File: src/rtl/ddr_arbiter_pkg.sv
// Shared types and widths for the DDR port arbiter and its download packer.
package ddr_arbiter_pkg;
    localparam int DDR_ADDR_W  = 32;
    localparam int DDR_DATA_W  = 64;
    localparam int DDR_BURST_W = 8;
    localparam int LANES       = 4;
    localparam int LANE_W      = DDR_DATA_W / LANES;
    localparam int MASK_W      = DDR_DATA_W / 8;
    localparam int DL_ADDR_W   = 25;
    localparam int TAG_W       = DL_ADDR_W - 3;

    typedef enum logic [1:0] {
        IDLE,
        WRITE,
        READ_CMD,
        READ_DATA
    } arb_state_t;
endpackage

File: src/rtl/ddr_arbiter_packer.sv
// Packs 16-bit download words into one 64-bit masked line and raises a flush
// request when the line is full, the tag changes, or the download ends.
module dl_packer
    import ddr_arbiter_pkg::*;
(
    input  logic                  clock,
    input  logic                  reset_n,
    input  logic                  dl_cs,
    input  logic                  dl_wr,
    input  logic [DL_ADDR_W-1:0]  dl_addr,
    input  logic [LANE_W-1:0]     dl_data,
    input  logic                  flush_done,
    output logic                  flush_pending,
    output logic [DDR_DATA_W-1:0] din,
    output logic [MASK_W-1:0]     mask,
    output logic [TAG_W-1:0]      tag
);
    logic [DDR_DATA_W-1:0] din_q, din_d;
    logic [MASK_W-1:0]     mask_q, mask_d;
    logic [TAG_W-1:0]      tag_q, tag_d;
    logic                  flush_q, flush_d;
    logic                  hold_valid_q, hold_valid_d;
    logic [LANE_W-1:0]     hold_data_q, hold_data_d;
    logic [TAG_W-1:0]      hold_tag_q, hold_tag_d;
    logic [1:0]            hold_lane_q, hold_lane_d;

    logic                  do_wr;
    logic [1:0]            wr_lane;
    logic [TAG_W-1:0]      wr_tag;
    logic [LANE_W-1:0]     wr_data;
    logic [TAG_W-1:0]      dl_tag;
    logic [1:0]            dl_lane;
    logic                  dl_addr_unused;

    assign dl_tag         = dl_addr[DL_ADDR_W-1:3];
    assign dl_lane        = dl_addr[2:1];
    assign dl_addr_unused = dl_addr[0];

    always_comb begin
        din_d        = din_q;
        mask_d       = mask_q;
        tag_d        = tag_q;
        flush_d      = flush_q;
        hold_valid_d = hold_valid_q;
        hold_data_d  = hold_data_q;
        hold_tag_d   = hold_tag_q;
        hold_lane_d  = hold_lane_q;
        do_wr        = 1'b0;
        wr_lane      = '0;
        wr_tag       = '0;
        wr_data      = '0;

        if (flush_done) begin
            din_d        = '0;
            mask_d       = '0;
            flush_d      = 1'b0;
            hold_valid_d = 1'b0;
            if (hold_valid_q) begin
                do_wr   = 1'b1;
                wr_lane = hold_lane_q;
                wr_tag  = hold_tag_q;
                wr_data = hold_data_q;
            end
        end else if (dl_wr) begin
            // A word for a different line parks in the hold register until the
            // current line has been written out.
            if ((mask_q != '0) && (dl_tag != tag_q)) begin
                hold_valid_d = 1'b1;
                hold_data_d  = dl_data;
                hold_tag_d   = dl_tag;
                hold_lane_d  = dl_lane;
                flush_d      = 1'b1;
            end else begin
                do_wr   = 1'b1;
                wr_lane = dl_lane;
                wr_tag  = dl_tag;
                wr_data = dl_data;
            end
        end

        if (do_wr) begin
            for (int k = 0; k < LANES; k++) begin
                if (wr_lane == 2'(k)) begin
                    din_d[k*LANE_W +: LANE_W] = wr_data;
                    mask_d[2*k +: 2]          = 2'b11;
                end
            end
            tag_d = wr_tag;
            if (wr_lane == 2'd3) begin
                flush_d = 1'b1;
            end
        end

        // Level check also catches a held word reloaded after dl_cs already fell.
        if (!dl_cs && (mask_d != '0)) begin
            flush_d = 1'b1;
        end
    end

    always_ff @(posedge clock or negedge reset_n) begin
        if (!reset_n) begin
            din_q        <= '0;
            mask_q       <= '0;
            tag_q        <= '0;
            flush_q      <= 1'b0;
            hold_valid_q <= 1'b0;
            hold_data_q  <= '0;
            hold_tag_q   <= '0;
            hold_lane_q  <= '0;
        end else begin
            din_q        <= din_d;
            mask_q       <= mask_d;
            tag_q        <= tag_d;
            flush_q      <= flush_d;
            hold_valid_q <= hold_valid_d;
            hold_data_q  <= hold_data_d;
            hold_tag_q   <= hold_tag_d;
            hold_lane_q  <= hold_lane_d;
        end
    end

    assign flush_pending = flush_q;
    assign din           = din_q;
    assign mask          = mask_q;
    assign tag           = tag_q;
endmodule

File: src/rtl/ddr_arbiter.sv
// Shares one DDR port between the download writer and two burst-read clients,
// granting whole bursts round-robin with download flushes taking priority.
module ddr_arbiter
    import ddr_arbiter_pkg::*;
#(
    parameter int ADDR_W  = DDR_ADDR_W,
    parameter int DATA_W  = DDR_DATA_W,
    parameter int BURST_W = DDR_BURST_W
) (
    input  logic                 clock,
    input  logic                 reset_n,
    input  logic                 dl_cs,
    input  logic                 dl_wr,
    input  logic [DL_ADDR_W-1:0] dl_addr,
    input  logic [LANE_W-1:0]    dl_data,
    output logic                 dl_wait,
    input  logic                 rd0_req,
    input  logic [ADDR_W-1:0]    rd0_addr,
    input  logic [BURST_W-1:0]   rd0_len,
    output logic                 rd0_ack,
    output logic                 rd0_valid,
    input  logic                 rd1_req,
    input  logic [ADDR_W-1:0]    rd1_addr,
    input  logic [BURST_W-1:0]   rd1_len,
    output logic                 rd1_ack,
    output logic                 rd1_valid,
    output logic [DATA_W-1:0]    rd_data,
    output logic                 ddr_rd,
    output logic                 ddr_wr,
    output logic [ADDR_W-1:0]    ddr_addr,
    output logic [BURST_W-1:0]   ddr_burst,
    output logic [7:0]           ddr_mask,
    output logic [DATA_W-1:0]    ddr_din,
    input  logic [DATA_W-1:0]    ddr_dout,
    input  logic                 ddr_waitReq,
    input  logic                 ddr_valid
);
    arb_state_t           state_q, state_d;
    logic                 grant_q, grant_d;
    logic                 last_q, last_d;
    logic [ADDR_W-1:0]    addr_q, addr_d;
    logic [BURST_W-1:0]   len_q, len_d;
    logic [BURST_W-1:0]   cnt_q, cnt_d;

    logic                 flush_pending;
    logic                 flush_done;
    logic [DATA_W-1:0]    pk_din;
    logic [MASK_W-1:0]    pk_mask;
    logic [TAG_W-1:0]     pk_tag;
    logic                 pick;
    logic [BURST_W-1:0]   pick_len;

    dl_packer u_packer (
        .clock         (clock),
        .reset_n       (reset_n),
        .dl_cs         (dl_cs),
        .dl_wr         (dl_wr),
        .dl_addr       (dl_addr),
        .dl_data       (dl_data),
        .flush_done    (flush_done),
        .flush_pending (flush_pending),
        .din           (pk_din),
        .mask          (pk_mask),
        .tag           (pk_tag)
    );

    assign dl_wait = flush_pending;
    assign rd_data = ddr_dout;

    always_comb begin
        state_d    = state_q;
        grant_d    = grant_q;
        last_d     = last_q;
        addr_d     = addr_q;
        len_d      = len_q;
        cnt_d      = cnt_q;
        pick       = 1'b0;
        pick_len   = '0;
        flush_done = 1'b0;
        ddr_rd     = 1'b0;
        ddr_wr     = 1'b0;
        ddr_addr   = '0;
        ddr_burst  = '0;
        ddr_mask   = '0;
        ddr_din    = '0;
        rd0_ack    = 1'b0;
        rd1_ack    = 1'b0;
        rd0_valid  = 1'b0;
        rd1_valid  = 1'b0;

        case (state_q)
            IDLE: begin
                if (flush_pending) begin
                    state_d = WRITE;
                end else if (rd0_req || rd1_req) begin
                    // On a tie the client that was not granted last time wins.
                    pick     = (rd0_req && rd1_req) ? ~last_q : rd1_req;
                    pick_len = pick ? rd1_len : rd0_len;
                    grant_d  = pick;
                    last_d   = pick;
                    addr_d   = pick ? rd1_addr : rd0_addr;
                    len_d    = (pick_len == '0) ? BURST_W'(1) : pick_len;
                    state_d  = READ_CMD;
                end
            end
            WRITE: begin
                ddr_wr    = 1'b1;
                ddr_burst = BURST_W'(1);
                ddr_addr  = ADDR_W'({pk_tag, 3'b000});
                ddr_din   = pk_din;
                ddr_mask  = pk_mask;
                if (!ddr_waitReq) begin
                    flush_done = 1'b1;
                    state_d    = IDLE;
                end
            end
            READ_CMD: begin
                ddr_rd    = 1'b1;
                ddr_addr  = addr_q;
                ddr_burst = len_q;
                if (!ddr_waitReq) begin
                    rd0_ack = ~grant_q;
                    rd1_ack = grant_q;
                    cnt_d   = len_q;
                    state_d = READ_DATA;
                end
            end
            READ_DATA: begin
                rd0_valid = ddr_valid & ~grant_q;
                rd1_valid = ddr_valid & grant_q;
                if (ddr_valid) begin
                    cnt_d = cnt_q - BURST_W'(1);
                    if (cnt_q == BURST_W'(1)) begin
                        state_d = IDLE;
                    end
                end
            end
            default: state_d = IDLE;
        endcase
    end

    always_ff @(posedge clock or negedge reset_n) begin
        if (!reset_n) begin
            state_q <= IDLE;
            grant_q <= 1'b0;
            last_q  <= 1'b1;
            addr_q  <= '0;
            len_q   <= '0;
            cnt_q   <= '0;
        end else begin
            state_q <= state_d;
            grant_q <= grant_d;
            last_q  <= last_d;
            addr_q  <= addr_d;
            len_q   <= len_d;
            cnt_q   <= cnt_d;
        end
    end
endmodule

File: config.mk
export PLATFORM = sky130hd
export DESIGN_NAME = ddr_arbiter
export DESIGN_NICKNAME = d
export VERILOG_FILES = /design/src/rtl/ddr_arbiter_pkg.sv /design/src/rtl/ddr_arbiter_packer.sv /design/src/rtl/ddr_arbiter.sv
export SDC_FILE = /design/constraint.sdc
export NUM_CORES = 1
export LEC_CHECK = 0
export CAP_MARGIN = 30
export CORE_AREA = 2 2 147 149
export DETAILED_ROUTE_END_ITERATION = 10
export DIE_AREA = 0 0 149 151
export DONT_BUFFER_PORTS = 1
export PLACE_DENSITY = 0.58
export SLEW_MARGIN = 20
export SYNTH_ARGS = -nofsm -noshare
export SYNTH_HDL_FRONTEND = slang
export SYNTH_SLANG_ARGS = --single-unit
export TNS_END_PERCENT = 5
File: constraint.sdc
create_clock -name clock -period 7.05 [get_ports clock]
set_clock_uncertainty 0.15 [all_clocks]
set_input_delay 1.41 -clock clock [delete_from_list [all_inputs] [get_ports clock]]
set_output_delay 1.41 -clock clock [all_outputs]
set_load 0.01 [all_outputs]
==> reports/summary.txt, run 1 <==
Instance count of the mapped netlist = 962
Gp weighted congestion = 0.758
PwrDens = 419 nW/um2
Crit-path max FO = 23
TritonCTS clock tree = built
Netlist cell types = 46
P&R area growth vs syn = 3.16%
Worst vdd ir = 0.189 mV
Final WL = 25400 um
Startpoint types = register
Die H = 151 um
Syn Nets = 1161
Total track usage = 22.3%
Most common cell after layout, fill and taps aside = dfrtp_1
Crit path cell chain = inv_1, ha_1, and2_1, a22o_1
Top_reg_cell synth = dfrtp_1
Drt first pass iters = 4
Via density = 5.55
Setup_tns = 0 ns
Ratio of final minimum period to clock period = 63.3%
IO buf count = 0
Post_cts resized = 0
First-pass GRT wire length = 38100 um
Ports = 376
Root Driver = clkbuf_16
Post-synth EDFFs = 0
Synth top area share = 47.9%
Highest clock rate = 0.224 GHz
Initial antenna violation count = 0
Setup Viol. Count Final = 0
Final Hold Vio Count = 0
Detail Placement HPWL = 17500 um
Finished Layout Cells = 1150
Core area = 20800 um2
GRT met3 Usage = 6.39%
Fin nets = 1061
Worst Tran Pin Value = 0.918 ns
Most frequent cells in the layout = dfrtp_1 (187), nand2_1 (136), mux2i_1 (103), and2_1 (75), a21oi_1 (52)
Reg2reg path depth = 9
Leakage = 4.77 nW
Outcome = complete, no violations
Num CTS Buffers = 17
Die width = 149 um
Post-Place Setup Slack = 2.71 ns
Initial Utilization = 46.9%
Slowest stage cell, crit path = and2_1
CTS sink cnt = 188
Fill cells = 2003
Met1 usage = 27.3%
Cell Area, Synth = 9770 um2
WP data required = 5.49 ns
Crit end category = primary output
Asr flop ratio synth = 100%
Crit path largest cell delay = 0.84 ns
RR Endpoint = u_packer.din[17]$_DFF_PN0_
Row Count = 53
Die area = 22500 um2
Synth top area cells = dfrtp_1 (48%), mux2i_1 (11%), nand2_1 (5.3%)
RSZ-0062 raised after global routing = false
Relative slew margins = 38.8%
Critical path start-end classification = reg2out
Final worst slack = 2.59 ns
Met2 GRT Util = 38.5%
Antenna-violating nets left = 0
Largest net degree at the start of global routing = 189
Via count = 6382
CTS hold repair buffers = 0
Max-cap check violation count = 0
Total placed cells including tap cells = 1118
Setup crit end = ddr_addr[6]
GRT Residual Overflow = 0
Syn_area_per_cell = 10.2 um2
Longest Clk Path Bufs = 2
Reg2reg start = state_q[1]$_DFFE_PN0P_
H-tree levels = 4
GR peak layer = met2
Ys Warns = 0
FF+latch count, synth = 188
CP startpoint = state_q[0]$_DFFE_PN0P_
Vias in the first global route = 6465
Setup Fix Bufs, Post-CTS = 0
Seq/Total Area, Yosys = 48.2%
WP data arrival = 2.90 ns
Drt initial violations = 409
Reg clk slew, reported paths = 0.07 ns
Reg-to-reg slack, setup = 3.49 ns
Diodes inserted = 0
Worst min path class = reg2reg
Layout cells sized above 1 = 11.2%
Clk_lat worst skew = 0.43 ns
Fin. max-slew vios = 0
Drt drc = 0
Largest area contributor in the netlist = dfrtp_1
Total power = 4.22 mW
Final Critical Period = 4.46 ns
Wire per inst = 22.0 um
-- where the power goes --
part / switching [mW] / internal, mW / leakage (nW) / total [mW]
logic: 0.841 / 0.576 / 2.11 / 1.42
clock network: 0.486 / 0.516 / 0.302 / 1.00
registers: 0.296 / 1.51 / 2.35 / 1.81
-- final cells by class --
type | instances | area [um2] | area share (%)
multi-input cells | 637 | 4310 | 42.7
clock inverters | 15 | 189 | 1.87
inverters | 8 | 30.0 | 0.298
clock buffers | 17 | 425 | 4.22
repair buffers | 10 | 78.8 | 0.782
flip-flops and latches | 188 | 4710 | 46.7
well taps | 275 | 344 | 3.41
-- layer usage --
layer	wire length, um	up-vias
met4	422	0
met1	10400	3133
li1	-	3022
met5	0	-
met2	12800	194
met3	1740	33
-- Yosys cell counts (4+ instances only) --
| library cell | instances |
|---|---|
| a21oi_1 | 52 |
| inv_1 | 8 |
| a22oi_1 | 38 |
| and3_1 | 17 |
| buf_1 | 4 |
| nor3_1 | 4 |
| xnor2_1 | 8 |
| o22ai_1 | 6 |
| nor4_1 | 7 |
| nor2_1 | 47 |
| mux2_2 | 41 |
| buf_4 | 67 |
| xor2_1 | 14 |
| and2_1 | 75 |
| a22o_1 | 24 |
| ha_1 | 6 |
| dfrtp_1 | 187 |
| nand3_1 | 7 |
| buf_6 | 5 |
| clkbuf_1 | 52 |
| o21ai_0 | 17 |
| mux2i_1 | 103 |
| nand2_1 | 137 |
-- stage by stage --
step	utilization, %	area (um2)	hold WS (ns)
global route	48.4	10100	0.363
global placement	45.4	9450	0.332
detailed placement	45.5	9470	0.334
CTS	48.4	10100	0.352
floorplan	-	9770	0.311
finish	48.4	10100	0.349
-- worst max-delay path: cells and delay by family (launching register included) --
family                   cells  cell delay, ns
flip-flops                   1            0.42
AO/OA/AOI/OAI                1            0.36
AND/OR/NAND/NOR              1            0.84
adder cells (fa/ha/maj)      1            0.71
buffers and inverters        1            0.12
-- state kept, by name, summed over array words and instances (netlist names) --
register / flops
u_packer.mask: 8
u_packer.tag: 22
grant_q: 1
last_q: 1
u_packer.din: 64
u_packer.flush_pending: 1
cnt_q: 8
state_q: 2
u_packer.hold_data_q: 16
u_packer.hold_valid_q: 1
addr_q: 32
u_packer.hold_lane_q: 2
u_packer.hold_tag_q: 22
len_q: 8
-- worst min path at each step --
stage / start / endpoint / slack [ns] / depth (start not counted)
3_3_place_gp: u_packer.hold_tag_q[16]$_DFFE_PN0P_ / u_packer.tag[16]$_DFFE_PN0N_ / 0.33 / 2
5_1_grt: u_packer.hold_data_q[12]$_DFFE_PN0P_ / u_packer.hold_data_q[12]$_DFFE_PN0P_ / 0.36 / 1
4_1_cts: u_packer.mask[2]$_DFF_PN0_ / u_packer.mask[2]$_DFF_PN0_ / 0.35 / 2
2_1_floorplan: u_packer.mask[2]$_DFF_PN0_ / u_packer.mask[2]$_DFF_PN0_ / 0.31 / 2
6_report: u_packer.mask[2]$_DFF_PN0_ / u_packer.mask[2]$_DFF_PN0_ / 0.35 / 2
3_5_place_dp: u_packer.mask[2]$_DFF_PN0_ / u_packer.mask[2]$_DFF_PN0_ / 0.33 / 2
-- cell families (layout without fill, tap and decap cells) --
group,count (synthesis),in the layout,share of synthesized area (%)
AND/OR/NAND/NOR,315,315,15.5
flip-flops,188,188,48.2
AO/OA/AOI/OAI,150,150,10.1
multiplexers,144,144,15.3
buffers and inverters,137,50,8.23
XOR/XNOR,22,22,1.97
adder cells (fa/ha/maj),6,6,0.768
(Power assumes the default switching activity.)
==> run 2: changes to the inputs <==
--- a/config.mk
+++ b/config.mk
@@ -10,7 +10,7 @@
 export DETAILED_ROUTE_END_ITERATION = 10
 export DIE_AREA = 0 0 149 151
 export DONT_BUFFER_PORTS = 1
-export PLACE_DENSITY = 0.58
+export PLACE_DENSITY = 0.6
 export SLEW_MARGIN = 20
 export SYNTH_ARGS = -nofsm -noshare
 export SYNTH_HDL_FRONTEND = slang
==> constraint.sdc (replaced) <==
create_clock -name clock -period 4.1 [get_ports clock]
set_clock_uncertainty 0.15 [all_clocks]
set_input_delay 0.82 -clock clock [delete_from_list [all_inputs] [get_ports clock]]
set_output_delay 0.82 -clock clock [all_outputs]
set_load 0.01 [all_outputs]
==> reports/summary.txt, run 2 (synthesis gave the netlist of run 1 again) <==
Initial antenna violation count = 0 (unchanged)
Final WL = 25300 um (about the same)
Reg clk slew, reported paths = 0.08 ns (about the same)
Relative slew margins = 50.3% (+11 points)
RSZ-0062 raised after global routing = false
WP data arrival = 2.30 ns (-0.60 ns)
Initial Utilization = 46.9% (unchanged)
Failing checks = negative hold slack
Slowest stage cell, crit path = ha_1
IO buf count = 0 (unchanged)
Detail Placement HPWL = 17700 um (+1.6%)
Setup_tns = 0 ns (unchanged)
Ratio of final minimum period to clock period = 79.7%
Max-cap check violation count = 0 (unchanged)
Crit end category = primary output
Fin. max-slew vios = 0 (unchanged)
Core area = 20800 um2 (unchanged)
Vias in the first global route = 6365 (-1.5%)
Setup Viol. Count Final = 0 (unchanged)
Row Count = 53 (unchanged)
Wire per inst = 21.9 um (-0.61%)
Layout cells sized above 1 = 11.7% (+0.49 points)
WP data required = 3.13 ns (-2.36 ns)
GRT Residual Overflow = 0 (unchanged)
Longest Clk Path Bufs = 2 (unchanged)
CTS sink cnt = 188 (unchanged)
Diodes inserted = 0 (unchanged)
Via density = 5.55 (about the same)
Leakage = 4.80 nW (+0.68%)
PwrDens = 719 nW/um2 (+72%)
Highest clock rate = 0.306 GHz
First-pass GRT wire length = 38200 um (+0.43%)
Root Driver = clkbuf_16
Ports = 376 (unchanged)
TritonCTS clock tree = built
Critical path start-end classification = reg2out
Final Hold Vio Count = 126 (+126)
Worst vdd ir = 0.362 mV (+92%)
Clk_lat worst skew = 0.43 ns (about the same)
Die H = 151 um (unchanged)
Num CTS Buffers = 17 (unchanged)
Via count = 6414 (+0.50%)
Drt drc = 0 (unchanged)
Drt initial violations = 315 (-23%)
Worst Tran Pin Value = 0.745 ns (-0.172 ns)
Worst min path class = in2async
Startpoint types = register
Crit-path max FO = 23 (unchanged)
Crit path cell chain = inv_1, ha_1, and2_1, buf_4, a22o_1
Fin nets = 1067 (+0.57%)
Most frequent cells in the layout = dfrtp_1 (187), nand2_1 (136), mux2i_1 (103), and2_1 (75), a21oi_1 (52)
Die width = 149 um (unchanged)
Largest net degree at the start of global routing = 189 (unchanged)
Max FFs per register = 64 (unchanged)
Drt first pass iters = 5 (+1)
Total track usage = 22.4% (+0.10 points)
Crit path largest cell delay = 0.59 ns (-0.25 ns)
Gp weighted congestion = 0.809 (+6.8%)
Most common cell after layout, fill and taps aside = dfrtp_1
Final Critical Period = 3.27 ns
Antenna-violating nets left = 0 (unchanged)
Die area = 22500 um2 (unchanged)
Outcome = finished, violations left
Fin Hold WS = -0.0748 ns (-0.424 ns)
H-tree levels = 4 (unchanged)
P&R area growth vs syn = 3.92%
[run 2: where the power goes]
| part | switching [mW] | internal (mW) | leakage (nW) |
|---|---|---|---|
| Clock | 0.830 | 0.888 | 0.299 |
| Sequential | 0.510 | 2.60 | 2.35 |
| Combinational | 1.45 | 1.03 | 2.15 |
[run 2: stage by stage]
step	cell area, um2	worst slack (ns)	std cells	total power [mW]	utilization (%)
after floorplan	9770	1.26	962	5.03	-
after global placement	9530	0.945	1124	5.59	45.8
after detailed placement	9530	0.913	1124	5.66	45.8
after CTS	10200	0.785	1156	7.40	48.8
after global routing	10200	0.634	1156	7.84	48.8
final	10200	0.834	1156	7.30	48.8
[run 2: routing by layer]
layer  wire length, um  part of all wire [%]  GRT usage (%)
met3              1670                   6.6           6.90
met4               484                   1.9           6.10
met5                 0                     0              0
met1             10100                    40           27.1
met2             13100                    52           39.0
[run 2: final cells by class]
class	instances	area (um2)
repair buffers	16	145
inverters	8	30.0
clock buffers	17	425
multi-input cells	637	4310
well taps	275	344
fillers	1975	10700
flip-flops and latches	188	4710
clock inverters	15	196
[run 2: timing repair]
action | 4_1_cts | 5_1_grt
hold endpoints to repair | 187 | 187
buffers inserted | 0 | 0
resized for setup | 0 | 0
[run 2: worst paths after layout]
| check | from | to | slack [ns] | cells after the start |
|---|---|---|---|---|
| max in group asynchronous | reset_n | last_q$_DFFE_PN1P_ | 3.47 | 0 |
| min | reset_n | addr_q[17]$_DFFE_PN0P_ | -0.07 | 0 |
| max | state_q[0]$_DFFE_PN0P_ | ddr_addr[6] | 0.83 | 5 |
| min in group clock | u_packer.mask[0]$_DFF_PN0_ | u_packer.mask[0]$_DFF_PN0_ | 0.35 | 2 |
| max reg2reg | state_q[1]$_DFFE_PN0P_ | u_packer.din[49]$_DFF_PN0_ | 0.94 | 9 |
| min reg2reg | u_packer.mask[0]$_DFF_PN0_ | u_packer.mask[0]$_DFF_PN0_ | 0.35 | 2 |
[run 2: worst max-delay path: cells and delay by family, from the launching register on]
kind / cells / cell delay [ns]
AO/OA/AOI/OAI: 1 / 0.29
adder cells (fa/ha/maj): 1 / 0.59
flip-flops: 1 / 0.42
buffers and inverters: 2 / 0.36
AND/OR/NAND/NOR: 1 / 0.20
==> run 3: changes to the inputs <==
==> constraint.sdc (replaced) <==
create_clock -name clock -period 2.7 [get_ports clock]
set_clock_uncertainty 0.15 [all_clocks]
set_input_delay 0.54 -clock clock [delete_from_list [all_inputs] [get_ports clock]]
set_output_delay 0.54 -clock clock [all_outputs]
set_load 0.01 [all_outputs]
==> reports/summary.txt, run 3 (synthesis gave the netlist of run 1 again) <==
Outcome = finished, violations left
Failing checks = negative hold slack
Power share of the sequential group = 40.7% (-1.8 points)
Worst min path class = in2async
Internal = 7.30 mW (+62%)
Root Driver = clkbuf_16
Vias in the first global route = 6569 (+3.2%)
Most common cell after layout, fill and taps aside = dfrtp_1
Setup Viol. Count Final = 0 (unchanged)
Clk_lat worst skew = 0.43 ns (about the same)
Switching Fraction = 38.0% (-0.26 points)
Via density = 5.59 (+0.71%)
Highest clock rate = 0.374 GHz
Die H = 151 um (unchanged)
Max FFs per register = 64 (unchanged)
Fin nets = 1088 (+2.0%)
Layout cells sized above 1 = 17.7% (+6.0 points)
Drt drc = 0 (unchanged)
Startpoint types = register
Gp weighted congestion = 0.783 (-3.3%)
Diodes inserted = 0 (unchanged)
CTS sink cnt = 188 (unchanged)
Ports = 376 (unchanged)
Crit path largest cell delay = 0.40 ns (-0.19 ns)
WP data arrival = 2.80 ns (+0.50 ns)
Fin. max-slew vios = 0 (unchanged)
Via count = 6577 (+2.5%)
Reg clk slew, reported paths = 0.08 ns (about the same)
Leakage = 5.07 nW (+5.7%)
Antenna-violating nets left = 0 (unchanged)
Clock power frac = 21.8% (-1.7 points)
Fin Hold WS = -0.350 ns (-0.275 ns)
RSZ-0062 raised after global routing = true
Comb pwr share = 37.5% (+3.5 points)
Most frequent CP cell = or3b_4
Most frequent cells in the layout = dfrtp_1 (187), nand2_1 (136), mux2i_1 (103), and2_1 (73), a21oi_1 (52)
Longest Clk Path Bufs = 2 (unchanged)
Worst vdd ir = 0.493 mV (+36%)
GRT Residual Overflow = 0 (unchanged)
P_sw = 4.46 mW (+60%)
Ratio of final minimum period to clock period = 99.0%
Final Critical Period = 2.67 ns
Die width = 149 um (unchanged)
Core area = 20800 um2 (unchanged)
Fill cells = 1920 (-2.8%)
Post-Place Setup Slack = 0.000752 ns (-0.913 ns)
TritonCTS clock tree = built
Num CTS Buffers = 17 (unchanged)
Final Hold Vio Count = 188 (+49%)
Relative slew margins = 45.9% (-4.4 points)
Setup_tns = 0 ns (unchanged)
Crit path cell chain = buf_6, ha_4, or2b_4, and2_4, or3b_4, o211a_4, or3b_4, buf_12, mux2i_1
Crit end category = register
Drt initial violations = 380 (+21%)
Slowest stage cell, crit path = dfrtp_1
Die area = 22500 um2 (unchanged)
Initial Utilization = 46.9% (unchanged)
Drt first pass iters = 4 (-1)
IO buf count = 0 (unchanged)
Final WL = 25500 um (+0.62%)
P&R area growth vs syn = 9.73%
WP data required = 2.83 ns (-0.30 ns)
Row Count = 53 (unchanged)
Wire per inst = 21.7 um (-1.2%)
Final worst slack = 0.0265 ns (-0.807 ns)
Max-cap check violation count = 0 (unchanged)
Crit-path max FO = 18 (-22%)
Worst Tran Pin Value = 0.811 ns (+0.0660 ns)
First-pass GRT wire length = 38600 um (+0.98%)
Total track usage = 22.6% (+0.12 points)
Critical path start-end classification = reg2reg
H-tree levels = 4 (unchanged)
Detail Placement HPWL = 17600 um (-0.56%)
Largest net degree at the start of global routing = 189 (unchanged)
Initial antenna violation count = 0 (unchanged)
PwrDens = 1100 nW/um2 (+53%)
-- run 3: cell count changes in the layout (fill, tap and decap cells not counted), moves of 2 or more --
cell     delta
a22o_1     -19
a22o_4     +19
buf_12     +10
a22oi_1     -6
a22oi_2     +6
buf_6       +6
buf_4       +4
and2_1      -2
and2_4      +2
ha_4        +2
inv_1       -2
or3b_1      -2
or3b_4      +2
-- run 3: timing repair --
item / 4_1_cts / 5_1_grt
pin swaps: 2 / 2
buffers inserted: 4 / 1
resized for setup: 34 / 14
cloned: 1 / 0
endpoints found under the hold margin: 188 / 188
setup endpoints to repair: 27 / 132
-- run 3: worst max-delay path: cells and delay by family (launching register included) --
family | cells | cell delay (ns)
muxes | 1 | 0.12
adders and majority gates | 1 | 0.15
DFF | 1 | 0.40
buffers and inverters | 2 | 0.32
AOI/OAI and AO/OA | 1 | 0.27
and+or+nand+nor | 4 | 1.13
-- run 3: metrics by stage --
stage	area, um2	hold WS [ns]	utilization (%)	cells	total power [mW]
6_report	10700	-0.350	51.5	1177	11.8
5_1_grt	10700	-0.393	51.5	1177	12.6
4_1_cts	10600	-0.374	51.1	1176	11.8
3_5_place_dp	9760	0.100	46.9	1139	8.78
3_3_place_gp	9760	0.101	46.9	1139	8.66
2_1_floorplan	9800	0.0944	-	962	7.66
-- run 3: path summary, 6_finish.rpt --
| path | slack, ns | from | cells past startpoint | endpoint |
|---|---|---|---|---|
| setup / recovery | 0.03 | state_q[0]$_DFFE_PN0P_ | 9 | u_packer.din[31]$_DFF_PN0_ |
| hold / removal | -0.35 | reset_n | 0 | addr_q[15]$_DFFE_PN0P_ |
| setup reg to reg | 0.03 | state_q[0]$_DFFE_PN0P_ | 9 | u_packer.din[31]$_DFF_PN0_ |
| hold reg to reg | 0.36 | u_packer.mask[7]$_DFF_PN0_ | 2 | u_packer.mask[7]$_DFF_PN0_ |
| max in group asynchronous | 2.45 | reset_n | 0 | last_q$_DFFE_PN1P_ |
| min in group clock | 0.09 | dl_addr[20] | 2 | u_packer.tag[17]$_DFFE_PN0N_ |
-- run 3: layout make-up --
class	count	area, um2	area share [%]
sequential	188	4710	43.9
clock buffer	17	425	3.97
timing repair buffer	37	470	4.39
inverter	8	32.5	0.303
multi-input combinational	637	4560	42.6
tap	275	344	3.21
clock inverter	15	179	1.67
-- run 3: power groups by stage --
| stage | registers (mW) | clock network, mW | logic (mW) |
|---|---|---|---|
| final | 4.78 | 2.57 | 4.41 |
| after global routing | 4.93 | 2.75 | 4.87 |
| after CTS | 4.77 | 2.64 | 4.39 |
| after detailed placement | 4.77 | 0 | 4.00 |
| after global placement | 4.74 | 0 | 3.93 |
| after floorplan | 4.50 | 0 | 3.16 |
-- run 3: layer usage --
metal / vias up / share of wire, % / global-route usage (%)
li1: 3087 / - / -
met1: 3259 / 42 / 28.7
met2: 189 / 49 / 37.0
met3: 42 / 6.9 / 6.87
met4: 0 / 2.2 / 7.19
met5: - / 0 / 0
